### src/rtl/shift_deser.sv
// Serial-in/parallel-out receiver: assembles WIDTH-bit words from a framed serial stream and
// presents them on a valid/ready output with sticky overrun and pulsed framing-error flags.
module shift_deser #(
  parameter int unsigned WIDTH     = 8,
  parameter bit          MSB_FIRST = 1'b1
) (
  input  logic             clk,
  input  logic             rst,
  input  logic             sin,
  input  logic             sin_valid,
  input  logic             frame_start,
  output logic [WIDTH-1:0] data_out,
  output logic             data_valid,
  input  logic             data_ready,
  output logic             overrun,
  output logic             frame_err,
  input  logic             err_clr
);

  localparam int unsigned CntW = $clog2(WIDTH + 1);

  typedef enum logic [0:0] {StIdle, StShift} state_e;

  state_e           state_q;
  logic [CntW-1:0]  cnt_q;
  logic [WIDTH-1:0] shift_q;
  logic [WIDTH-1:0] shift_d;
  logic [WIDTH-1:0] data_out_q;
  logic             data_valid_q;
  logic             overrun_q;
  logic             frame_err_q;
  logic             last_bit;
  logic             slot_free;

  // Shift register contents after capturing the current sin bit.
  always_comb begin
    shift_d = shift_q;
    if (MSB_FIRST) begin
      shift_d = {shift_q[WIDTH-2:0], sin};
    end else begin
      shift_d = {sin, shift_q[WIDTH-1:1]};
    end
  end

  assign last_bit  = (cnt_q == CntW'(WIDTH - 1));
  assign slot_free = !data_valid_q || data_ready;

  always_ff @(posedge clk) begin
    if (rst) begin
      state_q      <= StIdle;
      cnt_q        <= '0;
      shift_q      <= '0;
      data_out_q   <= '0;
      data_valid_q <= 1'b0;
      overrun_q    <= 1'b0;
      frame_err_q  <= 1'b0;
    end else begin
      frame_err_q <= 1'b0;
      if (err_clr) begin
        overrun_q <= 1'b0;
      end
      if (data_valid_q && data_ready) begin
        data_valid_q <= 1'b0;
      end
      // Later assignments below deliberately override the clears above.
      if (sin_valid) begin
        unique case (state_q)
          StIdle: begin
            if (frame_start) begin
              shift_q <= shift_d;
              cnt_q   <= CntW'(1);
              state_q <= StShift;
            end
          end
          StShift: begin
            shift_q <= shift_d;
            if (frame_start) begin
              frame_err_q <= 1'b1;
              cnt_q       <= CntW'(1);
            end else if (last_bit) begin
              state_q <= StIdle;
              cnt_q   <= '0;
              if (slot_free) begin
                data_out_q   <= shift_d;
                data_valid_q <= 1'b1;
              end else begin
                overrun_q <= 1'b1;
              end
            end else begin
              cnt_q <= cnt_q + CntW'(1);
            end
          end
          default: state_q <= StIdle;
        endcase
      end
    end
  end

  assign data_out   = data_out_q;
  assign data_valid = data_valid_q;
  assign overrun    = overrun_q;
  assign frame_err  = frame_err_q;

endmodule

### config.mk
export PLATFORM = sky130hd
export DESIGN_NAME = shift_deser
export DESIGN_NICKNAME = d
export VERILOG_FILES = /design/src/rtl/shift_deser.sv
export SDC_FILE = /design/constraint.sdc
export NUM_CORES = 1
export LEC_CHECK = 0
export CAP_MARGIN = 0
export CORE_MARGIN = 4
export CORE_UTILIZATION = 51
export DETAILED_ROUTE_END_ITERATION = 10
export GPL_TIMING_DRIVEN = 0
export PLACE_DENSITY_LB_ADDON = 0.1
export SYNTH_ARGS = -nofsm -noshare
export SYNTH_HDL_FRONTEND = slang
export SYNTH_SLANG_ARGS = --single-unit
### constraint.sdc
create_clock -name clk -period 2.5 [get_ports clk]
set_input_delay 0.375 -clock clk [delete_from_list [all_inputs] [get_ports clk]]
set_output_delay 0.375 -clock clk [all_outputs]
set_load 0.03 [all_outputs]
# Yosys cells after proc, flatten, opt, wreduce, memory -nomap -nowiden

Index checks and enable logic that the tools add are counted.

Register bits after elaboration: 23

Equality and inequality tests: 2
Reduce and logical (&&, ||, !) cells: 6
Bitwise gates (word level): 3
Muxes and demuxes: 22
$add $sub $neg: 1

Operators with widths:

| kind                | number |
|---|---|
| $mux 1              | 15 |
| $pmux 7 s2          | 1 |
| $mux 4              | 3 |
| $pmux 4 s2          | 1 |
| $mux 7              | 1 |
| $reduce_and 5->1    | 1 |
| $add 4x1->4 const B | 1 |
| $eq 4x3->1 const B  | 1 |
| $not 1->1           | 3 |
| $reduce_or 3->1     | 1 |
| $ne 2x2->1 const B  | 1 |
| $pmux 1 s2          | 1 |
| $reduce_and 2->1    | 1 |
| $logic_and 1x1->1   | 1 |
| $logic_not 1->1     | 1 |
| $logic_or 1x1->1    | 1 |

# Depth between registers and ports, before layout

Gate-level depths: netlist (run 1).

Depth after elaboration: 7
Mapped depth: 5
Gate-level depth less buffers: 4

# Least setup slack after synthesis (run 1)

No wires, ideal clock.

Path kind: reg-to-reg
Start: register cnt_q[0]
End: register data_out_q[0], in the netlist data_out[0]
Arrival: 1.224 ns
Period minus slack after synthesis: 1.295 ns
Stages on the path, launching flop included: 6
Slack: 1.205 ns
Library setup time: 0.072 ns
Required time: 2.428 ns
Cell sequence: dfxtp_1 > ha_1 > and4b_4 > and3b_1 > buf_6 > mux2i_1

Longest elaborated chain between the ends: 2

Ends and longest elaborated chain:

| element                    | RTL line | text |
|---|---|---|
| from (decl)                | 25       | `logic [CntW-1:0] cnt_q;` |
| from (signal assigned)     | 71       | `cnt_q <= CntW'(1);` |
| from (signal assigned)     | 79       | `cnt_q <= CntW'(1);` |
| from (signal assigned)     | 90       | `cnt_q <= cnt_q + CntW'(1);` |
| $eq 4x3->1                 | 45       | `assign last_bit = (cnt_q == CntW'(WIDTH - 1));` |
| $reduce_and 5->1 (no line) | --       |  |
| to (signal assigned)       | 84       | `data_out_q <= shift_d;` |
| to (decl)                  | 28       | `logic [WIDTH-1:0] data_out_q;` |

Every way passes these cells.
A chain may end at the register's enable or synchronous reset.

# Worst setup path in the final report (run 1)

Start: register data_out_q[2], in the netlist data_out[2]
End: output data_out[2]

RTL lines:

| element   | RTL line | text |
|---|---|---|
| to (decl) | 12       | `output logic [WIDTH-1:0] data_out,` |

No word-level cell between the ends.

==> impl_metrics.tcl, run 1 <==
set metrics [dict create \
    firstDrtPassIters 4 \
    rows 15 \
    crit_slowest_cell "clkdlybuf4s50_1" \
    io_pins 18 \
    holdWs_ps 377.3 \
    yosysTopAreaCell "dfxtp_1" \
    synth_edf_count 0 \
    syn_area_per_cell_um2 9.861 \
    clkLatencyLatePin_ps 310 \
    reg2reg_to "data_out[2]$_SDFFE_PP0P_" \
    synth-seq-cells 23 \
    die_y_um 52.19 \
    grt_start_max_net_pins 14 \
    hold_path.class "input pin to register" \
    place_ws_ps 587.6 \
    synth_top_area_share 0.4623 \
    wl_per_cell_um 11.99 \
    cts_setup_buffers 0 \
    fin_setup_tns_ps 0 \
    rsz0062_at_grt "false" \
    synth.area.top_cells "dfxtp_1, mux2i_1, nand2b_1, nor2_1, a21oi_1" \
    placed_area_mm2 0.001187 \
    finClkSkew_ps 6.598 \
    status "finished, final reports clean" \
    cts_tree "built" \
    critPathKind "register to output port" \
    hp-start "sin_valid" \
    drtAntennaViolNets 0 \
    setup_violations 0 \
    diodes 0 \
    path_buf_inv 1 \
    core_mm2 0.001783 \
    initial_core_util 0.5586 \
    cts_made_buffers 3 \
    hold_depth 3 \
    dp_hpwl_um 1277 \
    ys_types 26 \
    remaining_drc_errors 0 \
    post_drt_via_cell_ratio 5.089 \
    ctsResizeCount 0 \
    synth-main-ff-cell "dfxtp_1" \
    required_ps 2120 \
    yosys_warnings 0 \
    cts-hold-fix-buffers 0 \
    final-hold-violation-count 0 \
    power.density_mw_per_mm2 490.1 \
    max_freq_mhz 581.4 \
    clkTransAtPathRegs_ps 130 \
    die_w_um 52.19 \
    antenna_found_initial 0 \
    final_area_mm2 0.001215 \
    syn_nets 109 \
    cp.arrival_ps 1340 \
    synth_area_um2 996.0 \
    drive_gt1_frac 0.07438 \
    slowest_delay_ps 680 \
    crit_fanout 2 \
    path_delay_family "buffers and inverters" \
    power_leakage_nw 0.4528 \
    nFillCells 158 \
    cp-start-kind "register" \
    worst_pin_slew_ps 525.5 \
    layout_common_cells "dfxtp_1, nand2b_1, clkdlybuf4s50_1, mux2i_1, nor2_1" \
    gp_congestion 0.6702 \
    fin_nets 130 \
    finalCriticalPeriod_ps 1720 \
    area_delta_synth_final_pct 21.99 \
    via_count 743 \
    worstPathCellList "clkdlybuf4s50_1" \
    grt_util_all_layers 0.1562 \
    drv_cap 0 \
    dp_cells 142 \
    r2r-start "cnt_q[0]$_SDFFE_PP0P_" \
    cts_root_buffer "clkbuf_4" \
    final_common_cell "dfxtp_1" \
    cp-end-kind "output port" \
    r2r_cells 5 \
    syn-instance-count 101 \
    grt_pass1_wl_um 3118 \
    relSlewSlack 0.6496 \
    cts_num_sinks 23 \
    cts_htree_levels 1 \
    power.total_uw 595.4 \
    fin_util 0.6814 \
    die-area_mm2 0.002724 \
    period_share 0.6880 \
    portBuffers 16 \
    ir_worst_vdd_mv 0.4113 \
    drt-total-wl_um 1751 \
    layout_setup_ws_ps 780.0 \
    cts_buffer_depth 2 \
    finalNonFillerCells 146 \
    drt_iter0_drc 8 \
    rrSetupSlack_ps 1040 \
    drv_slew 0 \
    synthArstFlopShare 0 \
    grt-ovfl-total 0 \
    grt_pass1_vias 743 \
    hold_end "state_q$_SDFFE_PP0P_" \
    yosysSeqAreaShare 0.4623 \
]
worst max path at each step:
| stage | slack (ps) | start | cells after the start | end |
|---|---|---|---|---|
| 5_1_grt | 720 | data_out[2]$_SDFFE_PP0P_ | 1 | data_out[2] |
| 4_1_cts | 770 | data_out[2]$_SDFFE_PP0P_ | 1 | data_out[2] |
| 3_3_place_gp | 600 | frame_start | 5 | data_out[0]$_SDFFE_PP0P_ |
| 3_5_place_dp | 590 | frame_start | 5 | data_out[2]$_SDFFE_PP0P_ |
| 2_1_floorplan | 1200 | cnt_q[0]$_SDFFE_PP0P_ | 5 | data_out[0]$_SDFFE_PP0P_ |
| 6_report | 780 | data_out[2]$_SDFFE_PP0P_ | 1 | data_out[2] |
cell usage after synthesis (all sizes together), types with 2 or more instances:
master	count
nand3b	2
dfxtp	23
nand4b	2
inv	2
nand2b	16
clkbuf	3
mux2i	15
a21oi	5
nor2b	2
buf	3
nand2	5
and4b	2
nor2	10
o21ai	2
metal layers:
metal,GRT usage,share of wire,routed length (um)
met3,0.02564,0.046,81
met4,0.08936,0.021,36
met2,0.2636,0.47,820
met5,0,0,0
met1,0.1858,0.46,812
power breakdown:
group / leakage, nW / total (mW) / internal [mW] / switching (mW)
clock: 0.0177 / 0.173 / 0.0598 / 0.114
sequential: 0.186 / 0.374 / 0.371 / 0.00308
combinational: 0.249 / 0.0480 / 0.0244 / 0.0236
final cells by class:
cell class	instances	area (um^2)	area share
multi-input combinational	70	486.7	0.4006
sequential	23	460.4	0.3790
timing repair buffer	16	160.2	0.1318
buffer	6	41.29	0.03399
tap	25	31.28	0.02575
clock buffer	3	22.52	0.01854
inverter	2	7.507	0.006179
clock inverter	1	5.005	0.004119
flip-flops by register name, summed over array words and instances, names as in the netlist:
name	flops
data_out	8
shift_q	7
cnt_q	4
data_valid	1
frame_err	1
overrun	1
state_q	1
cells by family (layout without fill, tap and decap cells):
kind of cell / after synthesis / after routing / share of synthesized area
adder cells (fa/ha/maj): 1 / 1 / 0.01256
AO/OA/AOI/OAI: 11 / 11 / 0.06784
buffers and inverters: 8 / 28 / 0.04900
flip-flops: 23 / 23 / 0.4623
AND/OR/NAND/NOR: 43 / 43 / 0.2575
multiplexers: 15 / 15 / 0.1507
(Power assumes the default switching activity.)
==> run 2, diff against run 1 <==
--- a/config.mk
+++ b/config.mk
@@ -7,7 +7,7 @@
 export LEC_CHECK = 0
 export CAP_MARGIN = 0
 export CORE_MARGIN = 4
-export CORE_UTILIZATION = 51
+export CORE_UTILIZATION = 45
 export DETAILED_ROUTE_END_ITERATION = 10
 export GPL_TIMING_DRIVEN = 0
 export PLACE_DENSITY_LB_ADDON = 0.1
==> constraint.sdc (replaced) <==
create_clock -name clk -period 1.4 [get_ports clk]
set_input_delay 0.21 -clock clk [delete_from_list [all_inputs] [get_ports clk]]
set_output_delay 0.21 -clock clk [all_outputs]
set_load 0.03 [all_outputs]
==> impl_metrics.tcl, run 2 (synthesized netlist as in run 1, its figures left out) <==
set metrics [dict create \
    status "finished, final reports clean" \
    io_pins 18 \
    grt_util_all_layers 0.1263 \
    seq_power_share 0.634 \
    layout_setup_ws_ps 48.05 \
    power.density_mw_per_mm2 855.9 \
    finalCriticalPeriod_ps 1352 \
    cp-start-kind "register" \
    dp_hpwl_um 1218 \
    p_sw_frac 0.2274 \
    wl_per_cell_um 11.25 \
    p_comb_frac 0.086 \
    grt_start_max_net_pins 14 \
    grt-ovfl-total 0 \
    drt_iter0_drc 13 \
    drv_slew 0 \
    r2r_cells 5 \
    portBuffers 16 \
    antenna_found_initial 0 \
    drt-total-wl_um 1687 \
    power_leakage_nw 0.5198 \
    worst_pin_slew_ps 571.5 \
    place_ws_ps -356.6 \
    cts_tree "built" \
    grt_pass1_wl_um 2746 \
    drive_gt1_frac 0.1220 \
    remaining_drc_errors 0 \
    nFillCells 188 \
    drv_cap 0 \
    drtAntennaViolNets 0 \
    rsz0062_at_grt "true" \
    cts_made_buffers 3 \
    clkTransAtPathRegs_ps 120 \
    period_share 0.9657 \
    area_delta_synth_final_pct 23.87 \
    diodes 0 \
    ir_worst_vdd_mv 0.7042 \
    final-hold-violation-count 0 \
    max_freq_mhz 739.7 \
    core_mm2 0.002022 \
    finalNonFillerCells 150 \
    p_switching_uw 240.1 \
    p_clk_frac 0.281 \
    power.total_mw 1.056 \
    initial_core_util 0.4926 \
    layout_common_cells "dfxtp_1, nand2b_1, mux2i_1, dlygate4sd2_1, nor2_1" \
    clkLatencyLatePin_ps 300 \
    cts_num_sinks 23 \
    final_common_cell "dfxtp_1" \
    dp_cells 144 \
    hold_depth 3 \
    hp-start "sin_valid" \
    largest_reg_flops 8 \
    cts_htree_levels 1 \
    setup_violations 0 \
    p_int_uw 815.8 \
    via_count 762 \
    cp-end-kind "register" \
    firstDrtPassIters 4 \
    r2r-start "cnt_q[0]$_SDFFE_PP0P_" \
    die_w_um 55.05 \
    cts_root_buffer "clkbuf_4" \
    hold_path.class "input pin to register" \
    cp-startpoint "cnt_q[0]$_SDFFE_PP0P_" \
    cp.arrival_ps 1590 \
    holdWs_ps 213.9 \
    post_drt_via_cell_ratio 5.080 \
    finClkSkew_ps 2.802 \
    fin_nets 132 \
    rows 16 \
    critPathKind "register to register" \
    die_y_um 55.05 \
    cts_buffer_depth 2 \
    grt_pass1_vias 643 \
    gp_congestion 0.7306 \
    required_ps 1640 \
    die-area_mm2 0.003030 \
    crit_fanout 8 \
    relSlewSlack 0.6189 \
]
[run 2: changes by cell type in the layout (fill, tap and decap cells not counted), sizes merged]
cell	before	now
buf	3	5
clkdlybuf4s50	16	4
dlygate4sd2	0	12
[run 2: final timing paths]
| kind | end | slack, ps |
|---|---|---|
| worst min-delay path | frame_err$_SDFF_PP0_ | 210 |
| worst max-delay path | data_out[5]$_SDFFE_PP0P_ | 50 |
| worst min register to register | data_out[6]$_SDFFE_PP0P_ | 480 |
| worst max register to register | data_out[5]$_SDFFE_PP0P_ | 50 |
[run 2: power by group through the flow]
stage                     Sequential (mW)  Combinational (mW)  Clock (mW)
after detailed placement            0.683              0.0855           0
after global routing                0.670              0.0970       0.341
after floorplan                     0.682              0.0558           0
final                               0.669              0.0906       0.296
after CTS                           0.669              0.0907       0.316
after global placement              0.683              0.0846           0
[run 2: repair_timing]
action,CTS,global route
gates resized for setup,16,2
endpoints found under the hold margin,0,0
endpoints found under the setup margin,19,14
hold buffers,0,0
setup buffers,2,0
[run 2: metrics by stage]
step	TNS, ps	utilization	cell area [um^2]
after floorplan	0	-	996.0
after global placement	-6160	0.5885	1190
after detailed placement	-5948	0.5885	1190
after CTS	0	0.6095	1232
after global routing	-48.26	0.6101	1234
final	0	0.6101	1234
[run 2: cell type report]
cell class | instances | area (um^2) | area share
timing repair buffer | 18 | 160.2 | 0.1298
buffer | 6 | 42.54 | 0.03448
tap | 27 | 33.78 | 0.02738
inverter | 2 | 7.507 | 0.006085
sequential | 23 | 462.9 | 0.3753
multi-input combinational | 70 | 499.2 | 0.4047
clock buffer | 3 | 22.52 | 0.01826
clock inverter | 1 | 5.005 | 0.004057
[run 2: layer usage]
layer	vias to the layer above	global-route usage	share of wire
li1	389	-	-
met2	18	0.1949	0.46
met5	-	0	0
met1	353	0.1582	0.47
met3	2	0.03217	0.062
met4	0	0.07287	0.0059
[run 2: worst max-delay path, stage by stage, from the launching register on]
cell and delay (ps):
dfxtp_2 380, ha_4 140, and4b_4 240, and3b_1 180, buf_6 160, mux2i_1 190
==> run 3, diff against run 2 <==
--- a/config.mk
+++ b/config.mk
@@ -5,6 +5,7 @@
 export SDC_FILE = /design/constraint.sdc
 export NUM_CORES = 1
 export LEC_CHECK = 0
+export ABC_AREA = 0
 export CAP_MARGIN = 0
 export CORE_MARGIN = 4
 export CORE_UTILIZATION = 45
@@ -14,3 +15,4 @@
 export SYNTH_ARGS = -nofsm -noshare
 export SYNTH_HDL_FRONTEND = slang
 export SYNTH_SLANG_ARGS = --single-unit
+export TNS_END_PERCENT = 10
==> impl_metrics.tcl, run 3 (synthesized netlist as in run 1, its figures left out) <==
set metrics [dict create \
    drt-total-wl_um 1671 \
    drt_iter0_drc 11 \
    fin_setup_tns_ps 0 \
    hold_path.class "input pin to register" \
    worst_pin_slew_ps 570.1 \
    path_buf_inv 1 \
    path_delay_family "simple AND/OR/NAND/NOR gates" \
    layout_common_cells "dfxtp_1, nand2b_1, mux2i_1, dlygate4sd2_1, nor2_1" \
    finalCriticalPeriod_ps 1353 \
    hold_depth 3 \
    finalNonFillerCells 148 \
    final_area_mm2 0.001224 \
    via_count 760 \
    r2r_cells 5 \
    crit_fanout 8 \
    fin_nets 130 \
    dp_cells 144 \
    final_common_cell "dfxtp_1" \
    hp-start "sin_valid" \
    cp-end-kind "register" \
    hold_end "frame_err$_SDFF_PP0_" \
    placed_area_mm2 0.001190 \
    post_drt_via_cell_ratio 5.135 \
    grt_start_max_net_pins 14 \
    cts_made_buffers 3 \
    rsz0062_at_grt "true" \
    die_w_um 55.05 \
    reg2reg_to "data_out[5]$_SDFFE_PP0P_" \
    cts_num_sinks 23 \
    cts_tree "built" \
    core_mm2 0.002022 \
    largest_reg_flops 8 \
    cts_htree_levels 1 \
    final-hold-violation-count 0 \
    crit_slowest_cell "dfxtp_4" \
    die_y_um 55.05 \
    grt_pass1_vias 634 \
    required_ps 1640 \
    finClkSkew_ps 2.864 \
    grt_pass1_wl_um 2711 \
    power_leakage_nw 0.5098 \
    relSlewSlack 0.6199 \
    drive_gt1_frac 0.1074 \
    gp_congestion 0.7306 \
    period_share 0.9663 \
    drtAntennaViolNets 0 \
    drv_cap 0 \
    antenna_found_initial 0 \
    cp.arrival_ps 1600 \
    dp_hpwl_um 1218 \
    slowest_delay_ps 390 \
    io_pins 18 \
    initial_core_util 0.4926 \
    max_freq_mhz 739.2 \
    cts_setup_buffers 0 \
    firstDrtPassIters 4 \
    cts_buffer_depth 2 \
    diodes 0 \
    cp-start-kind "register" \
    cts_root_buffer "clkbuf_4" \
    power.density_mw_per_mm2 857.3 \
    clkTransAtPathRegs_ps 120 \
    rrSetupSlack_ps 50 \
    area_delta_synth_final_pct 22.86 \
    die-area_mm2 0.003030 \
    holdWs_ps 213.4 \
    portBuffers 16 \
    remaining_drc_errors 0 \
    critPathKind "register to register" \
    rows 16 \
    clkLatencyLatePin_ps 300 \
    ir_worst_vdd_mv 0.7042 \
    fin_util 0.6052 \
    status "finished, final reports clean" \
    worstPathCellList "ha_4, and4b_4, and3b_1, buf_6, mux2i_1" \
    r2r-start "cnt_q[0]$_SDFFE_PP0P_" \
    setup_violations 0 \
    wl_per_cell_um 11.29 \
    drv_slew 0 \
    grt-ovfl-total 0 \
    grt_util_all_layers 0.1247 \
]
-- run 3: cell types whose count changed in the layout (fill, tap and decap cells not counted), sizes merged --
cell	change
buf	-2
-- run 3: worst max path at each step --
stage	start	end	slack (ps)	cells past startpoint
after global routing	cnt_q[1]$_SDFFE_PP0P_	data_out[5]$_SDFFE_PP0P_	-30	5
after detailed placement	frame_start	data_out[5]$_SDFFE_PP0P_	-360	5
final	cnt_q[0]$_SDFFE_PP0P_	data_out[5]$_SDFFE_PP0P_	50	5
after floorplan	cnt_q[0]$_SDFFE_PP0P_	data_out[0]$_SDFFE_PP0P_	100	5
after CTS	cnt_q[0]$_SDFFE_PP0P_	data_out[5]$_SDFFE_PP0P_	0.1	5
after global placement	frame_start	data_out[1]$_SDFFE_PP0P_	-340	5
-- run 3: timing repair --
item,CTS,global route
setup endpoints to repair,19,17
pin swaps,0,1
hold buffers,0,0
resized for setup,16,4
-- run 3: where the power goes --
group / leakage, nW / switching (mW) / internal, mW
Clock: 0.0177 / 0.190 / 0.107
Sequential: 0.187 / 0.00689 / 0.660
Combinational: 0.305 / 0.0419 / 0.0432
Total: 0.510 / 0.239 / 0.810
-- run 3: layout make-up --
cell class	instances	area, um^2
fill	186	798.3
multi-input combinational	70	499.2
sequential	23	467.9
timing repair buffer	16	145.1
buffer	6	42.54
tap	27	33.78
clock buffer	3	22.52
inverter	2	7.507
clock inverter	1	5.005
-- run 3: stage by stage --
stage | total power, mW | setup slack [ps]
after detailed placement | 0.7681 | -356.6
after global routing | 1.101 | -29.05
after floorplan | 0.7380 | 104.8
after global placement | 0.7673 | -342.3
after CTS | 1.071 | 0.1472
final | 1.049 | 47.21
-- run 3: layer usage --
layer | routed length, um | track usage
met3 | 112 | 0.03217
met5 | 0 | 0
met2 | 758 | 0.1929
met4 | 10 | 0.07287
met1 | 791 | 0.1550
-- run 3: worst register-to-register path: stages (launching register included) --
cell     delay [ps]
dfxtp_4         390
ha_4            130
and4b_4         240
and3b_1         180
buf_6           160
mux2i_1         190
==> RTL change 1, RTL diff (flow settings as in run 3) <==
Put one more register stage on the output `overrun`, without a reset. The value now appears one clock later. The other outputs are not delayed to match.
--- a/src/rtl/shift_deser.sv
+++ b/src/rtl/shift_deser.sv
@@ -98,7 +98,9 @@
 
   assign data_out   = data_out_q;
   assign data_valid = data_valid_q;
-  assign overrun    = overrun_q;
+  always_ff @(posedge clk) begin
+    overrun <= overrun_q;
+  end
   assign frame_err  = frame_err_q;
 
 endmodule
Function: same outputs for any inputs over 10 cycles, from zero or initial values and one cycle with rst high; that may be too few to reach the edited logic, so the function may still have changed.
==> RTL change 1 against run 3 <==
Total power rose by 8.9%; area after synthesis rose by 2.0%; design area is 2.4% higher; first-iteration DRC count increased by 45%; critical path depth is the same; highest routed layer unchanged; fmax is 2.8% lower; sequential cell count up 1; utilization up 0.82 points; non-clock buffer count unchanged; worst setup slack worse by 40 ps; routed wire length increased by 9.0%; critical path type unchanged.
==> RTL change 1: results (changes against run 3) <==
** Place
- The number of buffer cells added on primary ports was 16 (unchanged).
- The placement-stage worst setup slack came to -363 ps (was -357 ps).
- Placer congestion estimate :: 0.686 (was 0.731)
- The standard cell area after detailed placement came to 0.00121 mm² (was 0.00119 mm²).
- The half-perimeter wire length after detailed placement was 1270 µm (was 1220 µm).

** Synthesis
- The complex-gate fraction of the synthesized area was 6.65% (was 6.78%).
- Synth cell count leaders :: sky130_fd_sc_hd__dfxtp_1, sky130_fd_sc_hd__nand2b_1, sky130_fd_sc_hd__mux2i_1 (unchanged)
- Main area contributors after synthesis :: sky130_fd_sc_hd__dfxtp_1, sky130_fd_sc_hd__mux2i_1, sky130_fd_sc_hd__nand2b_1, sky130_fd_sc_hd__nor2_1, sky130_fd_sc_hd__a21oi_1 (unchanged)
- The sequential element share of the synthesized area is 47.3% (was 46.2%).
- Syn nets :: 110 (was 109)
- The number of standard cells after synthesis is 102 (was 101).
- Number of warning messages in the yosys log :: 0 (unchanged)
- Adder-cell area share of the yosys netlist :: 1.23% (was 1.26%)
- The multiplexer fraction of the synthesized cell area is 14.8% (was 15.1%).

** GRT
- The via count of the first global-routing pass is 719 (was 634).
- Wire length of the first global-routing pass :: 3070 µm (was 2710 µm)
- Pin count of the biggest net entering global routing :: 14 (unchanged)
- The overall global routing resource usage is 12.3% (was 12.5%).

** Clocking
- Number of buffers inserted during clock tree synthesis :: 3 (unchanged)
- Clock edge transition at the registers on the reported setup and hold paths :: 130 ps
- Clock latency on the worst-skew pair, taken at its later pin, is 310 ps.
- The post-CTS resize count is 17 (was 16).

** STA
- Hold_ws :: 202 ps (was 213 ps)
- The actual slew at the worst max-slew pin was 596 ps (was 570 ps).
- The final critical-path required period came to 1390 ps (was 1350 ps).
- Worst clock skew on the final layout :: 10.8 ps (was 2.86 ps)

** Power
- Design internal power :: 0.000891 W (was 0.000810 W)
- The part of the total power dissipated in sequential elements is 60.9% (was 63.6%).
- Sequential Power :: 0.000696 W (was 0.000667 W)
- The peak supply drop came to 966 µV (was 704 µV).
- The power drawn by the combinational cells is 0.0000862 W (was 0.0000851 W).
- LEAKAGE :: 0.521 nW (was 0.510 nW)

** Critical path
- The first element of the critical path was cnt_q[1]$_SDFFE_PP0P_ (was cnt_q[0]$_SDFFE_PP0P_).
- The worst-case register-to-register setup slack was 8 ps (was 50 ps).
- The endpoint of the most critical setup path is data_out[4]$_SDFFE_PP0P_ (was data_out[5]$_SDFFE_PP0P_).
- Worst endpoint data arrival time :: 1630 ps (was 1600 ps)
- Worst-path maximum fanout :: 8 (unchanged)

** Detailed routing
- Routed length per placed instance :: 12.2 µm (was 11.3 µm)
- Total number of vias :: 766 (was 760)
- The final routed wirelength across all metal layers came to 1820 µm (was 1670 µm).
- Starting DRT DRC Count :: 16 (was 11)

** Layout
- The filler cell count in the final layout is 196 (was 186).
- Fraction of layout instances using a drive strength above 1 :: 10.7% (about the same)
- Net total in the final layout :: 131 (was 130)
- The area growth from synthesis to layout is 23.3% (was 22.9%).

** Status
- Run status: finished, final reports clean (unchanged).
[RTL change 1: final cells by class]
cell class | instances | area share (%)
clock buffers | 4 | 2.90
repair buffers | 16 | 11.6
flip-flops and latches | 24 | 39.0
plain buffers | 6 | 3.40
well taps | 27 | 2.70
inverters | 2 | 0.599
multi-input cells | 70 | 39.9
[RTL change 1: worst max-delay path: stages (launching register included)]
cell	delay, ps
sky130_fd_sc_hd__dfxtp_4	390
sky130_fd_sc_hd__ha_4	140
sky130_fd_sc_hd__and4b_4	240
sky130_fd_sc_hd__and3b_1	190
sky130_fd_sc_hd__buf_6	160
sky130_fd_sc_hd__mux2i_1	200
[RTL change 1: metal layers]
layer | part of all wire [%] | wire, µm | vias up | GRT usage, %
li1 | - | - | 388 | -
met5 | 0 | 0 | - | 0
met4 | 0.82 | 15 | 0 | 4.17
met2 | 50 | 912 | 8 | 21.5
met3 | 4.2 | 77 | 2 | 5.59
met1 | 45 | 817 | 368 | 13.1
==> RTL change 2, RTL diff (config.mk and constraints of run 3) <==
Made on the original files. Set the parameter `MSB_FIRST` to 1'b0 (it was 1'b1).
--- a/src/rtl/shift_deser.sv
+++ b/src/rtl/shift_deser.sv
@@ -2,7 +2,7 @@
 // presents them on a valid/ready output with sticky overrun and pulsed framing-error flags.
 module shift_deser #(
   parameter int unsigned WIDTH     = 8,
-  parameter bit          MSB_FIRST = 1'b1
+  parameter bit          MSB_FIRST = 1'b0
 ) (
   input  logic             clk,
   input  logic             rst,
Check against the original RTL: not equivalent (a bounded check fails within 10 cycles, from zero or initial values and one cycle with rst high).
==> RTL change 2 against run 3 <==
Critical path type unchanged; design area decreased by 0.61%; the flow now finishes with violations (negative setup slack); die area decreased by 2.7%; global-route usage increased by 4.3 points; worst setup slack got worse by 120 ps; sequential share of layout area decreased by 0.18 points; combinational power decreased by 8.2%; worst hold slack improved by 25 ps; total power about the same; sequential cell count unchanged; routed wire length increased by 20%; clock power increased by 1%; first-iteration DRC count increased by 18%; non-clock buffer count increased by 1; area after synthesis decreased by 3.1%.
==> RTL change 2: results (changes against run 3) <==
** Critical path
- The largest driver fanout on the critical path came to 4 (was 8).
- The largest incremental delay on the critical path was 510 ps (was 390 ps).
- The critical register-to-register path endpoint was cnt_q[3]$_SDFFE_PP0P_ (was data_out[5]$_SDFFE_PP0P_).

** Detailed routing
- The final routed wirelength across all metal layers came to 2010 µm (was 1670 µm).
- The routed wire length on met2 was 1020 µm (was 758 µm).
- The overall via count from detail_route was 789 (was 760).

** STA
- Worst clock skew on the final layout :: 1.43 ps (was 2.86 ps)
- The final number of setup-violating endpoints was 1 (was 0).
- The final worst slack is -70.6 ps (was 47.2 ps).
- The final setup TNS is -70.6 ps (was 0 ps).

** Layout
- The fraction of layout cells with a size suffix above 1 is 11.8% (was 10.7%).
- Net total in the final layout :: 136 (was 130)

** Status
- Failing checks :: negative setup slack
- Run status: finished with violations (was finished, final reports clean).

** Place
- # placed instances :: 147 (was 144)
- Half-perimeter wire length of the detailed placement result :: 1420 µm (was 1220 µm)

** GRT
- Met2 global-route usage :: 29.5% (was 19.3%)
- The first-pass GRT wire length came to 3480 µm (was 2710 µm).
- The global routing met1 resource utilization came to 20.1% (was 15.5%).
- The met3 track demand over resource came to 2.45% (was 3.22%).

** Power
- The leakage power came to 0.455 nW (was 0.510 nW).
- The net switching component of the power was 0.000245 W (was 0.000239 W).

** Synthesis
- The complex-gate fraction of the synthesized area was 11.0% (was 6.78%).
- The sequential element share of the synthesized area was 47.7% (was 46.2%).
- The multiplexer fraction of the synthesized cell area came to 8.30% (was 15.1%).
- The number of distinct library cells after synthesis came to 28 (was 26).

** Hold path
- The beginning of the worst hold path was frame_start (was sin_valid).
[RTL change 2: cell type report]
class                           instances  area [µm²]
Fill cell                             191         786
Multi-Input combinational cell         75         494
Sequential cell                        23         463
Timing Repair Buffer                   19         173
Tap cell                               27        33.8
Clock buffer                            3        22.5
Buffer                                  4        17.5
Inverter                                2        7.51
Clock inverter                          1        5.00
[RTL change 2: stage by stage]
stage	worst slack, ps	cell area (µm²)
2_1_floorplan	-84.5	980
3_3_place_gp	-520	1170
3_5_place_dp	-585	1170
4_1_cts	-70.5	1210
5_1_grt	-139	1220
6_report	-70.6	1220
[RTL change 2: what timing repair did]
action / 4_1_cts / 5_1_grt
pin swaps: 2 / 0
hold endpoints to repair: 0 / 0
buffers inserted: 3 / 0
hold buffers: 0 / 0
gates resized for setup: 12 / 3
setup endpoints to repair: 23 / 20
cloned: 0 / 0
[RTL change 2: kinds of logic (layout without fill, tap and decap cells)]
logic type | Yosys count | count (layout)
adders and majority gates | 1 | 1
muxes | 8 | 8
buffers and inverters | 6 | 29
AOI/OAI and AO/OA | 18 | 18
DFF | 23 | 23
and+or+nand+nor | 48 | 48
[RTL change 2: power by group through the flow]
stage                     clock (W)  combinational [W]  sequential (W)
after CTS                  0.000319          0.0000783        0.000671
after floorplan                   0          0.0000454        0.000685
after global placement            0          0.0000756        0.000685
final                      0.000301          0.0000781        0.000671
after detailed placement          0          0.0000784        0.000686
after global routing       0.000336          0.0000873        0.000673
[RTL change 2: worst max-delay path: cells and delay by family, from the launching register on]
family | cells | cell delay, ps
AND/OR/NAND/NOR | 2 | 690
flip-flops | 1 | 370
AO/OA/AOI/OAI | 1 | 170
adder cells (fa/ha/maj) | 1 | 170
